**src/rtl/cordic_sincos_param.sv**
```systemverilog
// Iterative CORDIC sine/cosine of a signed fixed-point angle over [-pi, pi].
// Quadrant folding in front, one micro-rotation per cycle, rounding and saturation at the end.
module cordic_sincos_param #(
  parameter int WIDTH = 12,
  parameter int FRAC  = 10,
  parameter int GUARD = 3,
  parameter int ITER  = 11
) (
  input  logic                    clock,
  input  logic                    reset,
  input  logic                    start,
  input  logic signed [WIDTH:0]   angle_in,
  output logic                    ready_out,
  output logic signed [WIDTH-1:0] sin_out,
  output logic signed [WIDTH-1:0] cos_out,
  output logic                    range_err_out
);
  localparam int IW = WIDTH + GUARD + 2;
  localparam int FI = FRAC + GUARD;

  localparam longint K_Q30       = 64'sd652032874;
  localparam longint PI_Q30      = 64'sd3373259426;
  localparam longint HALF_PI_Q30 = 64'sd1686629713;

  // Rescale a Q1.30 constant to f fraction bits, rounding to nearest.
  function automatic longint scale_q30(input longint v, input int f);
    int sh;
    sh = 30 - f;
    if (sh <= 0) return v <<< (-sh);
    return (v + (longint'(1) <<< (sh - 1))) >>> sh;
  endfunction

  function automatic longint atan_q30(input int i);
    case (i)
      0:       return 64'sd843314857;
      1:       return 64'sd497837829;
      2:       return 64'sd263043837;
      3:       return 64'sd133525159;
      4:       return 64'sd67021687;
      5:       return 64'sd33543516;
      6:       return 64'sd16775851;
      7:       return 64'sd8388437;
      8:       return 64'sd4194283;
      9:       return 64'sd2097149;
      10:      return 64'sd1048576;
      11:      return 64'sd524288;
      12:      return 64'sd262144;
      13:      return 64'sd131072;
      14:      return 64'sd65536;
      15:      return 64'sd32768;
      default: return 64'sd0;
    endcase
  endfunction

  localparam longint K_L     = scale_q30(K_Q30, FI);
  localparam longint PI_L    = scale_q30(PI_Q30, FI);
  localparam longint MPI_L   = -PI_L;
  localparam longint HALF_L  = scale_q30(HALF_PI_Q30, FI);
  localparam longint MHALF_L = -HALF_L;
  localparam longint PIA_L   = scale_q30(PI_Q30, FRAC);
  localparam longint MPIA_L  = -PIA_L;
  localparam longint ONE_L   = longint'(1) <<< FRAC;
  localparam longint MONE_L  = -ONE_L;
  localparam longint RND_L   = (GUARD > 0) ? (longint'(1) <<< (GUARD - 1)) : 64'sd0;

  localparam logic signed [IW-1:0]  K_I      = K_L[IW-1:0];
  localparam logic signed [IW-1:0]  PI_I     = PI_L[IW-1:0];
  localparam logic signed [IW-1:0]  MPI_I    = MPI_L[IW-1:0];
  localparam logic signed [IW-1:0]  HALF_I   = HALF_L[IW-1:0];
  localparam logic signed [IW-1:0]  MHALF_I  = MHALF_L[IW-1:0];
  localparam logic signed [IW-1:0]  ONE_I    = ONE_L[IW-1:0];
  localparam logic signed [IW-1:0]  MONE_I   = MONE_L[IW-1:0];
  localparam logic signed [IW-1:0]  RND_I    = RND_L[IW-1:0];
  localparam logic signed [WIDTH:0] PI_A     = PIA_L[WIDTH:0];
  localparam logic signed [WIDTH:0] NEG_PI_A = MPIA_L[WIDTH:0];

  localparam logic [1:0] IDLE   = 2'd0;
  localparam logic [1:0] ROTATE = 2'd1;
  localparam logic [1:0] FINISH = 2'd2;

  logic signed [IW-1:0] atan_tab [16];
  generate
    for (genvar gi = 0; gi < 16; gi++) begin : g_atan
      localparam longint ATAN_L = scale_q30(atan_q30(gi), FI);
      assign atan_tab[gi] = ATAN_L[IW-1:0];
    end
  endgenerate

  // Round away the guard bits, saturate to +-1.0 and optionally negate.
  function automatic logic signed [WIDTH-1:0] finish_val(input logic signed [IW-1:0] v,
                                                         input logic negate);
    logic signed [IW-1:0] r;
    r = (v + RND_I) >>> GUARD;
    if (r > ONE_I) r = ONE_I;
    else if (r < MONE_I) r = MONE_I;
    if (negate) r = -r;
    return r[WIDTH-1:0];
  endfunction

  logic [1:0]              state_reg, state_next;
  logic signed [IW-1:0]    x_reg, x_next, y_reg, y_next, z_reg, z_next;
  logic [3:0]              iter_reg, iter_next;
  logic                    neg_cos_reg, neg_cos_next;
  logic                    ready_reg, ready_next, err_reg, err_next;
  logic signed [WIDTH-1:0] sin_reg, sin_next, cos_reg, cos_next;
  logic signed [WIDTH:0]   clamped;
  logic                    clamp_hit;
  logic signed [IW-1:0]    a_int, x_sh, y_sh;

  always_comb begin
    state_next   = state_reg;
    x_next       = x_reg;
    y_next       = y_reg;
    z_next       = z_reg;
    iter_next    = iter_reg;
    neg_cos_next = neg_cos_reg;
    ready_next   = ready_reg;
    err_next     = err_reg;
    sin_next     = sin_reg;
    cos_next     = cos_reg;
    clamped      = angle_in;
    clamp_hit    = 1'b0;
    if (angle_in > PI_A) begin
      clamped   = PI_A;
      clamp_hit = 1'b1;
    end else if (angle_in < NEG_PI_A) begin
      clamped   = NEG_PI_A;
      clamp_hit = 1'b1;
    end
    a_int = {{(IW-WIDTH-1){clamped[WIDTH]}}, clamped} <<< GUARD;
    x_sh  = x_reg >>> iter_reg;
    y_sh  = y_reg >>> iter_reg;

    case (state_reg)
      IDLE: begin
        if (start) begin
          err_next   = clamp_hit;
          ready_next = 1'b0;
          x_next     = K_I;
          y_next     = '0;
          iter_next  = '0;
          state_next = ROTATE;
          // Fold outer quadrants onto [-pi/2, pi/2]; cosine changes sign there.
          if (a_int > HALF_I) begin
            z_next       = PI_I - a_int;
            neg_cos_next = 1'b1;
          end else if (a_int < MHALF_I) begin
            z_next       = MPI_I - a_int;
            neg_cos_next = 1'b1;
          end else begin
            z_next       = a_int;
            neg_cos_next = 1'b0;
          end
        end
      end
      ROTATE: begin
        if (!z_reg[IW-1]) begin
          x_next = x_reg - y_sh;
          y_next = y_reg + x_sh;
          z_next = z_reg - atan_tab[iter_reg];
        end else begin
          x_next = x_reg + y_sh;
          y_next = y_reg - x_sh;
          z_next = z_reg + atan_tab[iter_reg];
        end
        iter_next = iter_reg + 4'd1;
        if (iter_reg == 4'(ITER - 1)) state_next = FINISH;
      end
      FINISH: begin
        cos_next   = finish_val(x_reg, neg_cos_reg);
        sin_next   = finish_val(y_reg, 1'b0);
        ready_next = 1'b1;
        state_next = IDLE;
      end
      default: state_next = IDLE;
    endcase
  end

  always_ff @(posedge clock) begin
    if (reset) begin
      state_reg   <= IDLE;
      x_reg       <= '0;
      y_reg       <= '0;
      z_reg       <= '0;
      iter_reg    <= '0;
      neg_cos_reg <= 1'b0;
      ready_reg   <= 1'b0;
      err_reg     <= 1'b0;
      sin_reg     <= '0;
      cos_reg     <= '0;
    end else begin
      state_reg   <= state_next;
      x_reg       <= x_next;
      y_reg       <= y_next;
      z_reg       <= z_next;
      iter_reg    <= iter_next;
      neg_cos_reg <= neg_cos_next;
      ready_reg   <= ready_next;
      err_reg     <= err_next;
      sin_reg     <= sin_next;
      cos_reg     <= cos_next;
    end
  end

  assign ready_out     = ready_reg;
  assign sin_out       = sin_reg;
  assign cos_out       = cos_reg;
  assign range_err_out = err_reg;
endmodule

```
**config.mk**
```make
export PLATFORM = sky130hd
export DESIGN_NAME = cordic_sincos_param
export DESIGN_NICKNAME = d
export VERILOG_FILES = /design/src/rtl/cordic_sincos_param.sv
export SDC_FILE = /design/constraint.sdc
export NUM_CORES = 1
export LEC_CHECK = 0
export ABC_AREA = 1
export CAP_MARGIN = 20
export CORE_UTILIZATION = 45
export DETAILED_ROUTE_END_ITERATION = 7
export SLEW_MARGIN = 0
export SYNTH_ARGS = -nofsm -noshare
export SYNTH_HDL_FRONTEND = slang
export SYNTH_SLANG_ARGS = --single-unit
```
**constraint.sdc**
```tcl
create_clock -name clock -period 4.3 [get_ports clock]
set_input_delay 1.075 -clock clock [delete_from_list [all_inputs] [get_ports clock]]
set_output_delay 1.075 -clock clock [all_outputs]
set_load 0.02 [all_outputs]
```
* Word-level counts from Yosys, hierarchy flattened
Memory sizes are Yosys's and may differ from the RTL's.
Index checks and enable logic that the tools add are counted.
** Operators by class
- $add $sub $neg :: 12
- Reduce and logical (&&, ||, !) cells :: 7
- Muxes and demuxes :: 32
- Eq/ne operators :: 5
- Magnitude comparators :: 9
- Shift operators :: 2
- Bitwise gates (word level) :: 1
** Operators with widths (count)
- $mux 17 :: 10
- $pmux 17 s2 :: 3
- $mux 12 :: 6
- $add 17x17->17 :: 3
- $sub 17x17->17 :: 3
- $add 17x4->17 const B :: 2
- $sshr 17x4->17 :: 2
- $sub 16x16->17 const A :: 2
- $gt 14x12->1 const B :: 2
- $lt 14x11->1 const B :: 2
- $mux 13 :: 2
- $gt 16x15->1 const B :: 1
- $lt 16x15->1 const B :: 1
- $gt 13x13->1 const B :: 1
- $lt 13x13->1 const B :: 1
- $neg 12->12 :: 1
- $pmux 4 s2 :: 1
- $reduce_and 2->1 :: 4
- $ge 5x5->1 const B :: 1
- $mux 1 :: 5
- $not 4->5 :: 1
- $add 4x1->4 const B :: 1
- $eq 4x4->1 const B :: 1
- $mux 2 :: 2
- other kinds (8) :: 10
** Storage, ports and cells
- Bits of input ports :: 16
- Memories :: 1
- Logic and storage cells :: 79
- Register bits after elaboration :: 84
- Output and inout bits :: 26
- Memory bits (read-only) :: 272
** Memories
- (name not given) :: words 16, bits a word 17, rd ports 1, clocked after Yosys merged registers in 0, wr ports 0, line 164 : z_next = z_reg + atan_tab[iter_reg];

* Depth between registers and ports, before layout
Gate-level depths: netlist (run 1).
- Word-level depth :: 8
- Depth in mapped cells :: 30
- Gate-level depth less buffers :: 29

* Worst setup path after synthesis (run 1)
OpenSTA, ideal clock, no wires.
- Path type :: register to register
- Start :: register iter_reg[1]
- End :: register z_reg[16]
- Path slack :: 0.767 ns
- Cell stages (with the launch flop) :: 25
- Buffers on the path :: 1
- Period minus slack after synthesis :: 3.533 ns
- Library setup time :: 0.070 ns
- Data arrival time :: 3.463 ns
- Required time :: 4.230 ns
- Cell sequence :: dfxtp_1 > inv_2 > buf_2 > ha_1 > inv_1 > nor2_1 > inv_1 > nand3_1 > nor2_1 > nand2_1 > nor3_1 > a21oi_1 > xor2_1 > ha_1 > nand2_1 > nor2_1 > nand3_1 > o2111ai_1 > nand3_1 > nand2_1 > nand3_1 > nand2_1 > xor2_1 > nand2_1 > a21oi_1
** Between the ends
- Word-level cells in the longest chain between the ends :: 7
- Elaborated cells between the ends (all ways) :: 8
- Those cells by class :: add/sub: 2; mux: 4; bitwise: 1; memory: 1
** Ends and longest elaborated chain
- start, declared :: line 102 : logic [3:0] iter_reg, iter_next;
- start signal, assigned :: line 196 : iter_reg <= iter_next;
- $not 4->5 (implied by the code) * :: line 160, 164
- $mem_v2 16x17 *
- $mux 17 (implied by the code) * (2 in series) :: line 164
- $sub 17x17->17 / $add 17x17->17 (equally long branches) :: line 160, 164
- $mux 17 * :: line 157 : if (!z_reg[IW-1]) begin
- $pmux 17 s2 * :: line 134 : case (state_reg)
- end signal, assigned :: line 195 : z_reg <= z_next;
- end, declared :: line 101 : logic signed [IW-1:0] x_reg, x_next, y_reg, y_next, z_reg, z_next;
Every way passes the cells marked *; elsewhere a longest branch is shown, timed or not. The select of a mux whose other input is x is not followed.
A chain may end at the register's enable or synchronous reset.

* Worst setup path in the final report (run 1)
- Start :: input port angle_in[2]
- End :: register z_reg[8]
** Between the ends
- Word-level cells in the longest chain between the ends :: 8
- Elaborated cells between the ends (all ways) :: 12
- Those cells by class :: add/sub: 2; order compare: 4; mux: 6
** Ends and longest elaborated chain
- start, declared :: line 12 : input logic signed [WIDTH:0] angle_in,
- $lt 13x13->1 :: line 126 : end else if (angle_in < NEG_PI_A) begin
- $mux 13 :: line 126
- $mux 13 * :: line 123 : if (angle_in > PI_A) begin
- $sub 16x16->17 / $lt 16x15->1 (equally long branches) :: line 148, 147
- $mux 17 :: line 147 : end else if (a_int < MHALF_I) begin
- $mux 17 * :: line 144 : if (a_int > HALF_I) begin
- $mux 17 * :: line 136 : if (start) begin
- $pmux 17 s2 * :: line 134
Marks and branches as above.

==> flow_metrics.env, run 1 <==
export IMPL_outcome="completed"
export IMPL_setup_violations=0
export IMPL_critical_path_startpoint_type="input port"
export IMPL_powerDensity_mw_per_mm2=538
export IMPL_layout_setup_ws_ns=0.350
export IMPL_drive_gt1_share_pct=9.69
export IMPL_synthToLayoutAreaGrowth_pct=13.7
export IMPL_synth_cells=1767
export IMPL_htreeDepth=3
export IMPL_holdPathEnd="sin_out[2]$_SDFFE_PP0P_"
export IMPL_ant_nets=0
export IMPL_hpwl_um=25500
export IMPL_hold_path_depth=2
export IMPL_synth_seq_cells=84
export IMPL_finClkSkew_ns=0.00909
export IMPL_hold_viol=0
export IMPL_maxCapViolCount=0
export IMPL_grt_pass1_vias=10600
export IMPL_cts_root_buf="clkbuf_16"
export IMPL_hp_class="reg2reg"
export IMPL_reg2reg_depth=28
export IMPL_cts_path_max_buffers=2
export IMPL_drc_errors=0
export IMPL_cts_tree="built"
export IMPL_final_area_mm2=0.0117
export IMPL_timing_rr_start="iter_reg[0]$_SDFFE_PP0P_"
export IMPL_clkSlewWorstSetupHoldPaths_ns=0.07
export IMPL_ys_flop_type="dfxtp_1"
export IMPL_fin_crit_ns=3.95
export IMPL_start_util_pct=46.5
export IMPL_end_kind="flop"
export IMPL_placed_cell_area_mm2=0.0113
export IMPL_finalMaxSlewViolations=0
export IMPL_seq_area_frac_synth_pct=16.3
export IMPL_clock_latency_ns=0.36
export IMPL_layout_nets=1919
export IMPL_synth_edf_count=0
export IMPL_routabilityCongestion=0.927
export IMPL_setup_tns_ns=0
export IMPL_final_core_util_pct=52.9
export IMPL_num_io_pins=42
export IMPL_worst_setup_path_type="in2reg"
export IMPL_grt_max_degree=48
export IMPL_max_vdd_ir_drop_uv=349
export IMPL_async_flop_share_pct=0
export IMPL_grt_pass1_wl_um=54000
export IMPL_max_slew_margin_pct=33.2
export IMPL_p_leak_nw=5.72
export IMPL_die_w_um=153
export IMPL_post_place_ws_ns=0.00525
export IMPL_critPathArrivalTime_ns=4.21
export IMPL_antenna_found_initial=0
export IMPL_nFillCells=2388
export IMPL_first_pass_iters=6
export IMPL_syn_nets=1855
export IMPL_min_from="sin_out[2]$_SDFFE_PP0P_"
export IMPL_ff2ff_setup_slack_ns=0.36
export IMPL_syn_cell_area_mm2=0.0103
export IMPL_startpoint="angle_in[2]"
export IMPL_critPathMaxFanout=10
export IMPL_io_buffers=41
export IMPL_grt_ovfl_total=0
export IMPL_rsz0062_at_grt="yes"
export IMPL_die_area_mm2=0.0235
export IMPL_rows=54
export IMPL_die_h_um=153
export IMPL_required_ns=4.56
export IMPL_coreArea_mm2=0.0222
export IMPL_synth_cell_types=56
export IMPL_finalCritPeriodShare_pct=91.9
export IMPL_fmax_mhz=253
export IMPL_ys_warnings_count=0
export IMPL_cts_inserted_buffers=9
export IMPL_clock_sink_count=84
export IMPL_viasPerCell=5.45
export IMPL_syn_area_per_cell_um2=5.83
export IMPL_avgRoutedWirePerCell_um=15.5
export IMPL_worstMarginPinSlew_ns=1.00
export IMPL_dr_first_iter_drc_count=960
export IMPL_grt_util_all_layers_pct=28.5
export IMPL_n_antenna_cell=0
export IMPL_power_w=0.00630
export IMPL_vias=11500
export IMPL_routed_wl_um=32900
export IMPL_r2r_end="y_reg[16]$_SDFFE_PP0P_"
kinds of logic (layout without fill, tap and decap cells):
family	after synthesis	count (layout)	share of synthesized area (%)
multiplexers	1	1	0.0972
flip-flops	84	84	16.3
AO/OA/AOI/OAI	363	363	19.6
AND/OR/NAND/NOR	901	901	37.8
XOR/XNOR	77	77	6.62
adder cells (fa/ha/maj)	72	72	8.96
buffers and inverters	269	338	10.6
report_power, final:
group	switching, W	internal, W
Clock	0.000374	0.000471
Sequential	0.000157	0.000900
Combinational	0.00282	0.00158
Total	0.00335	0.00295
layout make-up:
| class | count | area, µm² | area share, % |
|---|---|---|---|
| Clock buffer | 10 | 239 | 2.04 |
| Clock inverter | 6 | 70.1 | 0.598 |
| Inverter | 209 | 791 | 6.75 |
| Multi-Input combinational cell | 1414 | 7610 | 65.0 |
| Sequential cell | 84 | 1690 | 14.4 |
| Tap cell | 280 | 350 | 2.99 |
| Timing Repair Buffer | 113 | 968 | 8.27 |
cells in the mapped netlist (2+ instances only):
cell       instances  share of area, %
a21boi_0           2              0.15
a21o_1             6              0.44
a21oi_1          148               7.2
a221oi_1           2              0.17
a31oi_1            9              0.55
and2_1             2              0.12
buf_1              7              0.26
buf_2             12              0.58
buf_4              5              0.36
buf_6              6              0.66
clkbuf_1          28               1.0
clkbuf_2           2             0.097
dfxtp_1           84                16
fa_1               3              0.58
ha_1              69               8.4
inv_1            202               7.4
inv_2              6              0.22
nand2_1          509                19
nand2_2           19               1.2
nand2_4            4              0.44
nand3_1          135               6.6
nand3_2            3              0.29
nand3b_1           3              0.22
nand4_1           24               1.5
nor2_1           153               5.6
nor2_2             7              0.43
nor2_4             6              0.66
nor2_8             2              0.39
nor3_1            18              0.87
nor4_1             3              0.18
o2111ai_1          2              0.17
o211ai_1          22               1.6
o21ai_0          124               6.0
o21ai_1           17              0.83
o21ai_2            5              0.43
o21bai_1           2              0.15
o221ai_1           5              0.43
o31ai_1            7              0.51
o32ai_1            4              0.34
or2_1              4              0.24
or2_2              7              0.43
xnor2_1           20               1.7
xor2_1            56               4.8
worst max path at each step:
stage | endpoint | slack [ns]
2_1_floorplan | z_reg[16]$_SDFFE_PP0P_ | 0.77
3_3_place_gp | z_reg[15]$_SDFFE_PP0P_ | 0.09
3_5_place_dp | z_reg[8]$_SDFFE_PP0P_ | 0.005
4_1_cts | x_reg[11]$_SDFFE_PP0P_ | 0.12
5_1_grt | z_reg[16]$_SDFFE_PP0P_ | -0.02
6_report | z_reg[8]$_SDFFE_PP0P_ | 0.35
critical path: stages:
cell and delay, ns:
clkdlybuf4s50_1 0.50, nand3_1 0.07, o21ai_0 0.20, a31oi_1 0.11, o21ai_0 0.15, o21ai_0 0.10
ha_2 0.46, o21ai_0 0.14, ha_1 0.27, nand3_1 0.09, nand2_1 0.06, nand2_1 0.05
nand3_1 0.07, nand2_1 0.14, nand2_2 0.15, inv_2 0.19, nand2_1 0.07, nand3_1 0.07
nand3b_1 0.10, nand2_1 0.07, inv_1 0.03
metrics by stage:
| step | cells | hold slack [ns] |
|---|---|---|
| after global routing | 2116 | 0.488 |
| final | 2116 | 0.465 |
| after floorplan | 1767 | 0.450 |
| after global placement | 2094 | 0.451 |
| after detailed placement | 2094 | 0.455 |
| after CTS | 2110 | 0.466 |
metal layers:
layer	up-vias	track usage, %	share of wire (%)
met4	0	6.49	1.7
met2	308	45.4	44
met1	5244	40.3	49
met5	-	0	0
li1	5942	-	-
met3	36	4.25	5.4
placed cells by master, fill, tap and decap left out, types with 4 or more instances in the layout:
master | synthesis | layout
a21o_1 | 6 | 6
nand2_2 | 19 | 22
nor2_4 | 6 | 7
nand3_1 | 135 | 135
dfxtp_1 | 84 | 82
o21ai_0 | 124 | 116
o21ai_1 | 17 | 21
clkinvlp_4 | 0 | 4
o221ai_1 | 5 | 5
or2_2 | 7 | 7
nor2_2 | 7 | 11
nand4_1 | 24 | 24
a31oi_1 | 9 | 9
o32ai_1 | 4 | 4
o211ai_1 | 22 | 22
clkbuf_16 | 0 | 9
xnor2_1 | 20 | 20
nand2_1 | 509 | 506
inv_2 | 6 | 5
clkdlybuf4s50_1 | 0 | 40
a21oi_1 | 148 | 143
o31ai_1 | 7 | 7
a21oi_2 | 0 | 5
nand2_4 | 4 | 4
xor2_1 | 56 | 56
o21ai_2 | 5 | 9
inv_1 | 202 | 201
ha_1 | 69 | 68
nor2_1 | 153 | 148
nor3_1 | 18 | 16
buf_4 | 5 | 69
or2_1 | 4 | 4
what timing repair did:
action,in CTS,in global routing
setup buffers,0,6
resized for setup,0,33
endpoints found under the setup margin,0,27
hold buffers,0,0
No activity file was read; power rests on OpenSTA's default activity.
==> inputs of run 2 (changes only) <==
Settings changed: CTS_CLUSTER_SIZE set to 30.
==> results of run 2 <==
The final DEF is identical to that of run 1; final timing and power are the same.
